**src/rtl/rob_param.sv**
```systemverilog
// Parametrised reorder buffer: in-order allocation and retirement, multi-port CDB
// result capture, tag-indexed operand lookup with same-cycle CDB bypass, and full flush.
module rob_param #(
  parameter int DATA_W  = 16,
  parameter int TAG_W   = 3,
  parameter int REG_W   = 3,
  parameter int NUM_CDB = 2
) (
  input  logic                       clk,
  input  logic                       reset_n,
  input  logic                       flush,
  input  logic                       alloc_valid,
  input  logic                       alloc_wb,
  input  logic [REG_W-1:0]           alloc_dest,
  output logic                       alloc_ready,
  output logic [TAG_W-1:0]           alloc_tag,
  input  logic [NUM_CDB-1:0]         cdb_valid,
  input  logic [NUM_CDB*TAG_W-1:0]   cdb_tag,
  input  logic [NUM_CDB*DATA_W-1:0]  cdb_data,
  input  logic [TAG_W-1:0]           rd_tag_a,
  input  logic [TAG_W-1:0]           rd_tag_b,
  output logic                       rd_ready_a,
  output logic                       rd_ready_b,
  output logic [DATA_W-1:0]          rd_data_a,
  output logic [DATA_W-1:0]          rd_data_b,
  input  logic                       commit_ready,
  output logic                       commit_valid,
  output logic [TAG_W-1:0]           commit_tag,
  output logic                       commit_wb,
  output logic [REG_W-1:0]           commit_dest,
  output logic [DATA_W-1:0]          commit_data,
  output logic                       full,
  output logic                       empty,
  output logic [TAG_W:0]             count
);

  localparam int DEPTH = 2**TAG_W;
  localparam logic [TAG_W:0] DEPTH_CNT = (TAG_W+1)'(DEPTH);

  logic [DEPTH-1:0]  busy_vec;
  logic [DEPTH-1:0]  ready_vec;
  logic [DEPTH-1:0]  wb_vec;
  logic [REG_W-1:0]  dest_arr [DEPTH];
  logic [DATA_W-1:0] data_arr [DEPTH];

  logic [TAG_W-1:0]  head_reg, tail_reg;
  logic [TAG_W:0]    count_reg, count_next;
  logic              alloc_fire, commit_fire;

  assign full         = (count_reg == DEPTH_CNT);
  assign empty        = (count_reg == '0);
  assign count        = count_reg;
  assign alloc_ready  = !full;
  assign alloc_tag    = tail_reg;
  // Full is taken from the registered count, so a same-cycle commit never frees a slot early.
  assign alloc_fire   = alloc_valid && !full;

  assign commit_tag   = head_reg;
  assign commit_valid = busy_vec[head_reg] && ready_vec[head_reg];
  assign commit_wb    = wb_vec[head_reg];
  assign commit_dest  = dest_arr[head_reg];
  assign commit_data  = data_arr[head_reg];
  assign commit_fire  = commit_valid && commit_ready;

  genvar gi;
  generate
    for (gi = 0; gi < DEPTH; gi++) begin : entry_g
      logic              busy_reg, ready_reg, wb_reg;
      logic [REG_W-1:0]  dest_reg;
      logic [DATA_W-1:0] data_reg;
      logic              cdb_hit;
      logic [DATA_W-1:0] cdb_wdata;

      // Later ports overwrite earlier ones, so the highest matching port wins.
      always_comb begin
        cdb_hit   = 1'b0;
        cdb_wdata = '0;
        for (int p = 0; p < NUM_CDB; p++) begin
          if (cdb_valid[p] && (cdb_tag[p*TAG_W +: TAG_W] == TAG_W'(gi))) begin
            cdb_hit   = 1'b1;
            cdb_wdata = cdb_data[p*DATA_W +: DATA_W];
          end
        end
      end

      always_ff @(posedge clk) begin
        if (!reset_n || flush) begin
          busy_reg  <= 1'b0;
          ready_reg <= 1'b0;
        end else if (commit_fire && (head_reg == TAG_W'(gi))) begin
          busy_reg  <= 1'b0;
          ready_reg <= 1'b0;
        end else if (alloc_fire && (tail_reg == TAG_W'(gi))) begin
          busy_reg  <= 1'b1;
          ready_reg <= 1'b0;
          wb_reg    <= alloc_wb;
          dest_reg  <= alloc_dest;
        end else if (busy_reg && cdb_hit) begin
          ready_reg <= 1'b1;
          data_reg  <= cdb_wdata;
        end
      end

      assign busy_vec[gi]  = busy_reg;
      assign ready_vec[gi] = ready_reg;
      assign wb_vec[gi]    = wb_reg;
      assign dest_arr[gi]  = dest_reg;
      assign data_arr[gi]  = data_reg;
    end
  endgenerate

  logic [TAG_W-1:0]  rd_tag_arr   [2];
  logic              rd_ready_arr [2];
  logic [DATA_W-1:0] rd_data_arr  [2];

  assign rd_tag_arr[0] = rd_tag_a;
  assign rd_tag_arr[1] = rd_tag_b;
  assign rd_ready_a    = rd_ready_arr[0];
  assign rd_ready_b    = rd_ready_arr[1];
  assign rd_data_a     = rd_data_arr[0];
  assign rd_data_b     = rd_data_arr[1];

  generate
    for (gi = 0; gi < 2; gi++) begin : lookup_g
      logic              byp_hit;
      logic [DATA_W-1:0] byp_data;
      logic              sel_busy;

      always_comb begin
        byp_hit  = 1'b0;
        byp_data = '0;
        sel_busy = busy_vec[rd_tag_arr[gi]];
        for (int p = 0; p < NUM_CDB; p++) begin
          if (cdb_valid[p] && (cdb_tag[p*TAG_W +: TAG_W] == rd_tag_arr[gi])) begin
            byp_hit  = 1'b1;
            byp_data = cdb_data[p*DATA_W +: DATA_W];
          end
        end
        rd_ready_arr[gi] = sel_busy && (byp_hit || ready_vec[rd_tag_arr[gi]]);
        if (!sel_busy)
          rd_data_arr[gi] = '0;
        else if (byp_hit)
          rd_data_arr[gi] = byp_data;
        else
          rd_data_arr[gi] = data_arr[rd_tag_arr[gi]];
      end
    end
  endgenerate

  always_comb begin
    count_next = count_reg;
    case ({alloc_fire, commit_fire})
      2'b10:   count_next = count_reg + 1'b1;
      2'b01:   count_next = count_reg - 1'b1;
      default: count_next = count_reg;
    endcase
  end

  always_ff @(posedge clk) begin
    if (!reset_n || flush) begin
      head_reg  <= '0;
      tail_reg  <= '0;
      count_reg <= '0;
    end else begin
      if (alloc_fire)
        tail_reg <= tail_reg + TAG_W'(1);
      if (commit_fire)
        head_reg <= head_reg + TAG_W'(1);
      count_reg <= count_next;
    end
  end

endmodule
```
**config.mk**
```make
export PLATFORM = sky130hd
export DESIGN_NAME = rob_param
export DESIGN_NICKNAME = d
export VERILOG_FILES = /design/src/rtl/rob_param.sv
export SDC_FILE = /design/constraint.sdc
export NUM_CORES = 1
export LEC_CHECK = 0
export ABC_AREA = 1
export BUFFER_PORTS_ARGS = -buffer_cell sky130_fd_sc_hd__buf_4
export CELL_PAD_IN_SITES_DETAIL_PLACEMENT = 1
export CELL_PAD_IN_SITES_GLOBAL_PLACEMENT = 2
export CORE_AREA = 2 2 201 203
export CTS_CLUSTER_DIAMETER = 40
export CTS_CLUSTER_SIZE = 30
export DETAILED_ROUTE_END_ITERATION = 8
export DIE_AREA = 0 0 203 205
export HOLD_SLACK_MARGIN = 0.08
export PLACE_DENSITY = 0.73
export SYNTH_ARGS = -nofsm -noshare
export SYNTH_HDL_FRONTEND = slang
export SYNTH_SLANG_ARGS = --single-unit
```
**constraint.sdc**
```tcl
create_clock -name clk -period 2.8 [get_ports clk]
set_clock_uncertainty 0.1 [all_clocks]
set_input_delay 0.56 -clock clk [delete_from_list [all_inputs] [get_ports clk]]
set_output_delay 0.56 -clock clk [all_outputs]
set_load 0.02 [all_outputs]
```
**Word level (Yosys, flattened, before mapping)**

Cells that the tools add are included.

- Equality and inequality tests: 35
- Bitwise operators: 20
- Order comparisons: 6
- Multiplexer cells: 71
- Reduce and logical (&&, ||, !) cells: 92
- $add $sub $neg: 4

Operators with widths:

| operator | count |
|---|---|
| $mux W16 | 30 |
| $bmux W16 S3 | 3 |
| $logic_and A1 B1 Y1 | 49 |
| $eq A3 B3 Y1 const B | 16 |
| $reduce_and A4 Y1 | 8 |
| $mux W1 | 27 |
| $eq A3 B2 Y1 const B | 8 |
| $reduce_and A3 Y1 | 8 |
| $reduce_or A3 Y1 | 8 |
| $bmux W1 S3 | 7 |
| $not A1 Y1 | 17 |
| $reduce_or A2 Y1 | 8 |
| $eq A3 B1 Y1 const B | 4 |
| $eq A3 B3 Y1 | 4 |
| $ge A4 B4 Y1 const B | 3 |
| $logic_not A3 Y1 | 4 |
| $lt A3 B4 Y1 const B | 3 |
| $not A3 Y4 | 3 |
| $bmux W3 S3 | 1 |
| $pmux W4 S2 | 1 |
| $add A3 B1 Y3 const B | 2 |
| $mux W3 | 2 |
| $add A4 B1 Y4 const B | 1 |
| $eq A4 B4 Y1 const B | 1 |
| 7 further kinds | 10 |

- Output and inout bits: 68
- Input bits: 55
- Register bits: 186
- Word-level logic and storage cells: 271

**Depth between registers and ports, before layout**

Gate-level depths: netlist (run 1).

- Depth in word-level cells: 7
- Gate-level depth with buffers: 15
- Depth with buffers taken out: 14

**Worst setup path before layout (run 1)**

Ideal clock, no wire load.

- Path kind: register to register
- Start point: register head_reg[0], in the netlist commit_tag[0]
- End point: register entry_g[6].data_reg[0] (enable)
- Data arrival time: 2.342 ns
- Cell stages (with the launch flop): 11
- Setup slack: -0.031 ns
- Data required time: 2.312 ns
- Clock period less this slack: 2.831 ns
- Cells stage by stage: dfxtp_1 > inv_1 > buf_2 > buf_2 > buf_2 > ha_1 > nand2_1 > inv_1 > nand3_1 > nand3_1 > nor2_1

- Word-level cells in the longest chain between the ends: 7

Ends and longest elaborated chain:

| element | line | text |
|---|---|---|
| start, declared | 46 | `logic [TAG_W-1:0] head_reg, tail_reg;` |
| start signal, assigned | 168 | `head_reg <= head_reg + TAG_W'(1);` |
| $bmux W1 S3 | 59 | `assign commit_valid = busy_vec[head_reg] && ready_vec[head_reg];` |
| $mux W1 (implied by the code) | 59 |  |
| $logic_and A1 B1 Y1 | 59 |  |
| $logic_and A1 B1 Y1 | 63 | `assign commit_fire = commit_valid && commit_ready;` |
| $logic_and A1 B1 Y1 * | 90 | `end else if (commit_fire && (head_reg == TAG_W'(gi))) begin` |
| $not A1 Y1 (no line) * | n/a |  |
| $reduce_and A4 Y1 (no line) * | n/a |  |
| end signal, assigned | 100 | `data_reg <= cdb_wdata;` |
| end, declared | 70 | `logic [DATA_W-1:0] data_reg;` |

Every way passes the cells marked *; elsewhere a longest branch is shown, timed or not. The select of a mux whose other input is x is not followed.
A chain may end at the register's enable or synchronous reset.

**Final worst setup path (run 1)**

- Start point: input port rd_tag_b[2]
- End point: output port rd_data_b[0]

- Word-level cells in the longest chain between the ends: 6

Ends and longest elaborated chain:

| element | line | text |
|---|---|---|
| start, declared | 21 | `input logic [TAG_W-1:0] rd_tag_b,` |
| $not A3 Y4 (implied by the code) / $eq A3 B3 Y1 (equally long branches) | 145, 134 |  |
| $bmux W16 S3 / $logic_and A1 B1 Y1 (equally long branches) | 145, 134 |  |
| $mux W16 (implied by the code), or another cell as far along (2 in a row) | 145 | `rd_data_arr[gi] = data_arr[rd_tag_arr[gi]];` |
| $mux W16 | 142 | `else if (byp_hit)` |
| $mux W16 * | 140 | `if (!sel_busy)` |
| end, declared | 25 | `output logic [DATA_W-1:0] rd_data_b,` |

Marked as above.

==> results of run 1 <==
==> synthesized netlist by cell type, types with 2 or more instances <==
cell | instances | area share, %
a21oi_1 | 216 | 8.6
a31oi_1 | 17 | 0.85
nand3_1 | 134 | 5.4
xnor2_1 | 3 | 0.21
buf_2 | 45 | 1.8
o21ai_1 | 5 | 0.20
edfxtp_1 | 160 | 38
xor2_1 | 3 | 0.21
nand2_1 | 280 | 8.4
dfxtp_1 | 26 | 4.2
ha_1 | 15 | 1.5
buf_6 | 5 | 0.45
buf_1 | 8 | 0.24
nor2_1 | 129 | 3.9
o21a_1 | 2 | 0.12
buf_4 | 9 | 0.54
inv_2 | 18 | 0.54
nand2_4 | 2 | 0.18
nand2_2 | 2 | 0.10
nor3_1 | 4 | 0.16
inv_1 | 115 | 3.4
a21oi_2 | 18 | 1.3
clkbuf_1 | 54 | 1.6
clkinv_1 | 35 | 1.0
o21ai_0 | 217 | 8.7
nor2_2 | 3 | 0.15
o22ai_1 | 137 | 6.8
o211ai_1 | 6 | 0.36
==> power by group through the flow <==
stage / Combinational, mW / Clock, mW / Sequential [mW]
3_3_place_gp: 1.19 / 0 / 3.07
5_1_grt: 1.38 / 2.79 / 3.00
6_report: 1.29 / 2.67 / 3.00
4_1_cts: 1.21 / 2.69 / 3.00
2_1_floorplan: 0.646 / 0 / 3.07
3_5_place_dp: 1.20 / 0 / 3.07
==> metrics by stage <==
stage	hold WS [ps]	worst slack [ps]	utilization, %	std cells
final	253	32.1	40.1	2371
after global routing	255	-18.5	40.1	2370
after CTS	249	6.17	39.2	2358
after detailed placement	427	-124	37.4	2319
after global placement	422	-167	37.4	2319
after floorplan	394	100	-	1676
==> worst paths after layout <==
path	end	from	depth (start not counted)
setup / recovery	rd_data_b[0]	rd_tag_b[2]	10
setup reg to reg	count[3]$_SDFFE_PP0P_	commit_tag[0]$_SDFFE_PP0P_	15
hold reg to reg	count[3]$_SDFFE_PP0P_	count[3]$_SDFFE_PP0P_	2
hold / removal	entry_g[7].dest_reg[0]$_DFFE_PP_	alloc_dest[0]	1
==> cells by family after synthesis <==
family / synth area share (%)
xor gates and xnor gates: 0.419
buffers and inverters: 9.80
and+or+nand+nor: 18.6
AOI/OAI and AO/OA: 27.1
adders and majority gates: 1.66
DFF: 42.5
==> layer usage <==
metal  global-route usage, %  wire length [um]  vias to the layer above
met5                       0                 0                        -
met4                    7.51              1400                        0
met3                    6.54              5160                       88
met2                    44.9             27200                      607
met1                    38.1             26400                     6689
li1                        -                 -                     6192
==> critical path: cells and delay by family <==
family	cells	cell delay [ps]
buf+inv	6	950
simple gates	4	580
==> final cells by class <==
cell class	count	area share, %
antenna	1	0.0159
multi-input combinational	1200	38.4
tap	525	4.16
clock inverter	13	1.21
inverter	168	4.16
timing repair buffer	259	15.5
sequential	186	33.8
clock buffer	19	2.74
==> repair_timing <==
action / CTS / global route
cloned: 1 / 7
pin swaps: 1 / 4
hold endpoints to repair: 0 / 0
endpoints found under the setup margin: 32 / 31
resized for setup: 7 / 38
buffers inserted: 6 / 5
==> run_results.csv, run 1 <==
group,metric,value,unit
status,status,"finished clean",
worst_setup_path,reg2reg_setup_slack,230,ps
cts,clkTransAtPathRegs,70,ps
cts,clock_path_buffers,2,
power,switching_share,28.8,%
cts,cts.sinks,186,
timing,tightest_slew,585,ps
finish,final_common_cell,"nand2_1",
placement,numPortBuffers,122,
finish,layout-drive-gt1-share,19.4,%
timing,setup-tns-final,0,ps
timing,fin_crit,2770,ps
timing,hold_viol,0,
floorplan,io_pins,123,
worst_setup_path,cp-end-kind,"output pin",
drt,drtPass1Iterations,5,
logic_synthesis,synth-main-ff-cell,"edfxtp_1",
power,pwr_density_cell,441,nW/um2
logic_synthesis,synth_area,12500,um2
drt,drtAntennaViolNets,0,
worst_setup_path,critPathRequiredTime,2140,ps
drt,drcViolationCount,0,
drt,num_vias,13600,
cts,cts_made_buffers,17,
cts,cts_tree,"built",
timing,fmax,0.361,GHz
worst_setup_path,crit_chain,"buf_4, inv_2, buf_4, nand3_1, nand2_2, buf_12, nand3_1, nor2_2, buf_4, buf_4",
drt,wl_per_cell,25.4,um
floorplan,core_area,39400,um2
logic_synthesis,synth_edf_count,160,
power,pwr-share-seq,43.2,%
worst_setup_path,critPathMostFrequentCell,"buf_4",
drt,via_per_inst,5.73,
logic_synthesis,ys_warn_count,0,
logic_synthesis,synthCells,1676,
cts,clock_latency,460,ps
global_routing,grt_use_total,28.1,%
worst_setup_path,worstPathArrival,2110,ps
logic_synthesis,ys_ff_latch,186,
power,combPwrFrac,18.5,%
finish,layout_common_cells,"nand2_1, buf_4, a21oi_1",
floorplan,dieHeight,205,um
floorplan,rows,73,
timing,slew_headroom,60.6,%
finish,multiInputGateArea,6060,um2
floorplan,die_w,203,um
worst_setup_path,crit_fanout,18,
global_routing,grt_max_degree,75,
floorplan,initial_core_util,31.8,%
logic_synthesis,synth_nets,1747,
drt,wl,60100,um
worst_setup_path,slowest_delay,320,ps
run,drv_cap,0,
logic_synthesis,synth_area_per_cell,7.48,um2
finish,area_growth,26.0,%
logic_synthesis,synthDistinctLibCells,36,
logic_synthesis,synth-seq-area-share,42.5,%
finish,layout.nets,1903,
placement,place_hpwl,40200,um
finish,final_cell_area,15800,um2
timing,period_share,98.9,%
worst_setup_path,slowest_stage,"buf_4",
global_routing,grt_pass1_wl,85800,um
timing,final-setup-viol-count,0,
finish,ff_latch_area,5340,um2
cts,hold_buffers,0,
finish,final.fill_count,4816,
power,p_clk_share,38.3,%
cts,cts_root_buf,"clkbuf_16",
placement,gp_congestion,0.856,
cts,h-tree-depth,4,
placement,place_area,14700,um2
power,p_int,4.95,mW
drt,drtIter0Drc,1132,
global_routing,antenna_found_initial,1,
floorplan,die-area,41600,um2
global_routing,grt-ovfl-total,0,
logic_synthesis,async_flop_share,0,%
worst_setup_path,start_kind,"primary input",
power,total_power,6.96,mW
power,p_leak,6.12,nW
finish,largest_reg_flops,128,
power,p_sw,2.00,mW
worst_hold_path,min_path_type,"in -> reg",
worst_setup_path,critical_path_class,"in -> out",
global_routing,grt_pass1_vias,13500,
power,ir_worst_vdd,441,uV
timing,drv_slew,0,
(Power assumes the default switching activity.)
==> run 2, diff against run 1 <==
- CORE_AREA: 2 2 201 203 -> 8 8 207 209
- DIE_AREA: 0 0 203 205 -> 0 0 215 217
==> run 2 against run 1 <==
Against the previous run:
- wire length is 0.91% lower
- worst hold slack worse by 5.2 ps
- first-iteration DRC count increased by 11%
- die area is 12% higher
- critical endpoint is now rd_data_b[13]
- largest cell class unchanged
- largest power group unchanged
- highest routed layer is now met5
==> run_results.csv, run 2 (synthesis results as in run 1) <==
group,metric,value,unit
floorplan,die_w,215,um
floorplan,rows,73,
worst_setup_path,slowest_delay,230,ps
timing,final-setup-viol-count,0,
finish,layout.nets,1882,
finish,largest_reg_flops,128,
worst_setup_path,critPathRequiredTime,2140,ps
run,drv_cap,0,
worst_setup_path,critical_path_class,"in -> out",
cts,clock_path_buffers,2,
global_routing,grt-ovfl-total,0,
power,ir_worst_vdd,442,uV
finish,area_growth,23.1,%
global_routing,grt_max_degree,65,
drt,via_per_inst,5.76,
cts,cts.sinks,186,
cts,clkTransAtPathRegs,80,ps
drt,wl,59600,um
floorplan,initial_core_util,31.8,%
worst_setup_path,slowest_stage,"nand2_4",
cts,cts_root_buf,"clkbuf_16",
floorplan,core_area,39500,um2
timing,fmax,0.365,GHz
worst_hold_path,min_path_type,"in -> reg",
placement,numPortBuffers,122,
power,pwr_density_cell,436,nW/um2
floorplan,dieHeight,217,um
worst_setup_path,worstPathArrival,2080,ps
finish,final_common_cell,"nand2_1",
finish,antenna_cells,0,
finish,layout-drive-gt1-share,18.4,%
worst_setup_path,crit_fanout,10,
power,p_leak,5.95,nW
placement,place_hpwl,41600,um
worst_setup_path,start_kind,"primary input",
global_routing,grt_pass1_wl,86600,um
drt,drtPass1Iterations,6,
floorplan,io_pins,123,
global_routing,grt_pass1_vias,13400,
timing,hold_viol,0,
timing,slew_headroom,68.3,%
cts,hold_buffers,0,
floorplan,die-area,46700,um2
drt,drtAntennaViolNets,0,
finish,layout_common_cells,"nand2_1, a21oi_1, o21ai_0",
cts,clock_latency,450,ps
timing,setup-tns-final,0,ps
placement,gp_congestion,0.889,
global_routing,grt_use_total,24.4,%
timing,drv_slew,0,
timing,tightest_slew,473,ps
worst_setup_path,crit_chain,"buf_4, inv_2, o21ai_0, nor2_1, nand2_2, nand2_4, buf_6, a21oi_2, nor2_1, buf_4",
drt,drtIter0Drc,1255,
cts,cts_tree,"built",
timing,period_share,97.7,%
worst_setup_path,cp-end-kind,"output pin",
power,total_power,6.73,mW
timing,fin_crit,2740,ps
status,status,"finished clean",
drt,wl_per_cell,25.4,um
cts,h-tree-depth,4,
global_routing,antenna_found_initial,1,
drt,num_vias,13500,
timing,rsz0062_at_grt,"yes",
timing,timing.hold.ws,248,ps
cts,cts_made_buffers,17,
drt,drcViolationCount,0,
run 2: timing repair:
item | in CTS | in global routing
pin swaps | 1 | 4
cloned | 0 | 3
setup buffers | 0 | 2
resized for setup | 8 | 36
setup endpoints to repair | 12 | 41
run 2: path summary, 6_finish.rpt:
path                              start                               end  slack [ps]  cells after the start
max                         rd_tag_b[1]                     rd_data_b[13]          60                     10
min                       alloc_dest[0]  entry_g[0].dest_reg[0]$_DFFE_PP_         250                      1
max reg2reg  commit_tag[0]$_SDFFE_PP0P_             count[3]$_SDFFE_PP0P_         220                     14
min reg2reg       count[3]$_SDFFE_PP0P_             count[3]$_SDFFE_PP0P_         440                      2
run 2: report_power, final:
group          leakage (nW)  internal (mW)  switching [mW]
Combinational          3.96          0.411           0.830
Sequential             1.69           2.99         0.00727
Clock                 0.291           1.20            1.28
run 2: final cells by class:
| class | instances | area [um2] |
|---|---|---|
| Multi-Input combinational cell | 1200 | 6040 |
| Sequential cell | 186 | 5330 |
| Timing Repair Buffer | 238 | 2140 |
| Clock inverter | 15 | 174 |
| Fill cell | 4876 | 24000 |
| Inverter | 168 | 652 |
| Tap cell | 525 | 657 |
| Clock buffer | 17 | 425 |
run 2: worst max-delay path: cells and delay by family:
kind | cells | cell delay [ps]
AND/OR/NAND/NOR | 4 | 670
buffers and inverters | 4 | 670
AO/OA/AOI/OAI | 2 | 160
run 2: routing by layer:
| layer | part of all wire [%] | track usage (%) |
|---|---|---|
| met3 | 9.1 | 4.91 |
| met2 | 45 | 38.7 |
| met1 | 44 | 33.7 |
| met5 | 0.015 | 0 |
| met4 | 2.2 | 6.45 |
run 2: stage by stage:
stage / cell area, um2 / utilization (%) / setup WS [ps] / cells
floorplan: 12500 / - / 100 / 1676
global placement: 14600 / 37.0 / 31.2 / 2312
detailed placement: 14600 / 37.0 / 28.3 / 2312
CTS: 15200 / 38.6 / 15.7 / 2344
global route: 15400 / 39.1 / -24.7 / 2349
finish: 15400 / 39.1 / 63.5 / 2349
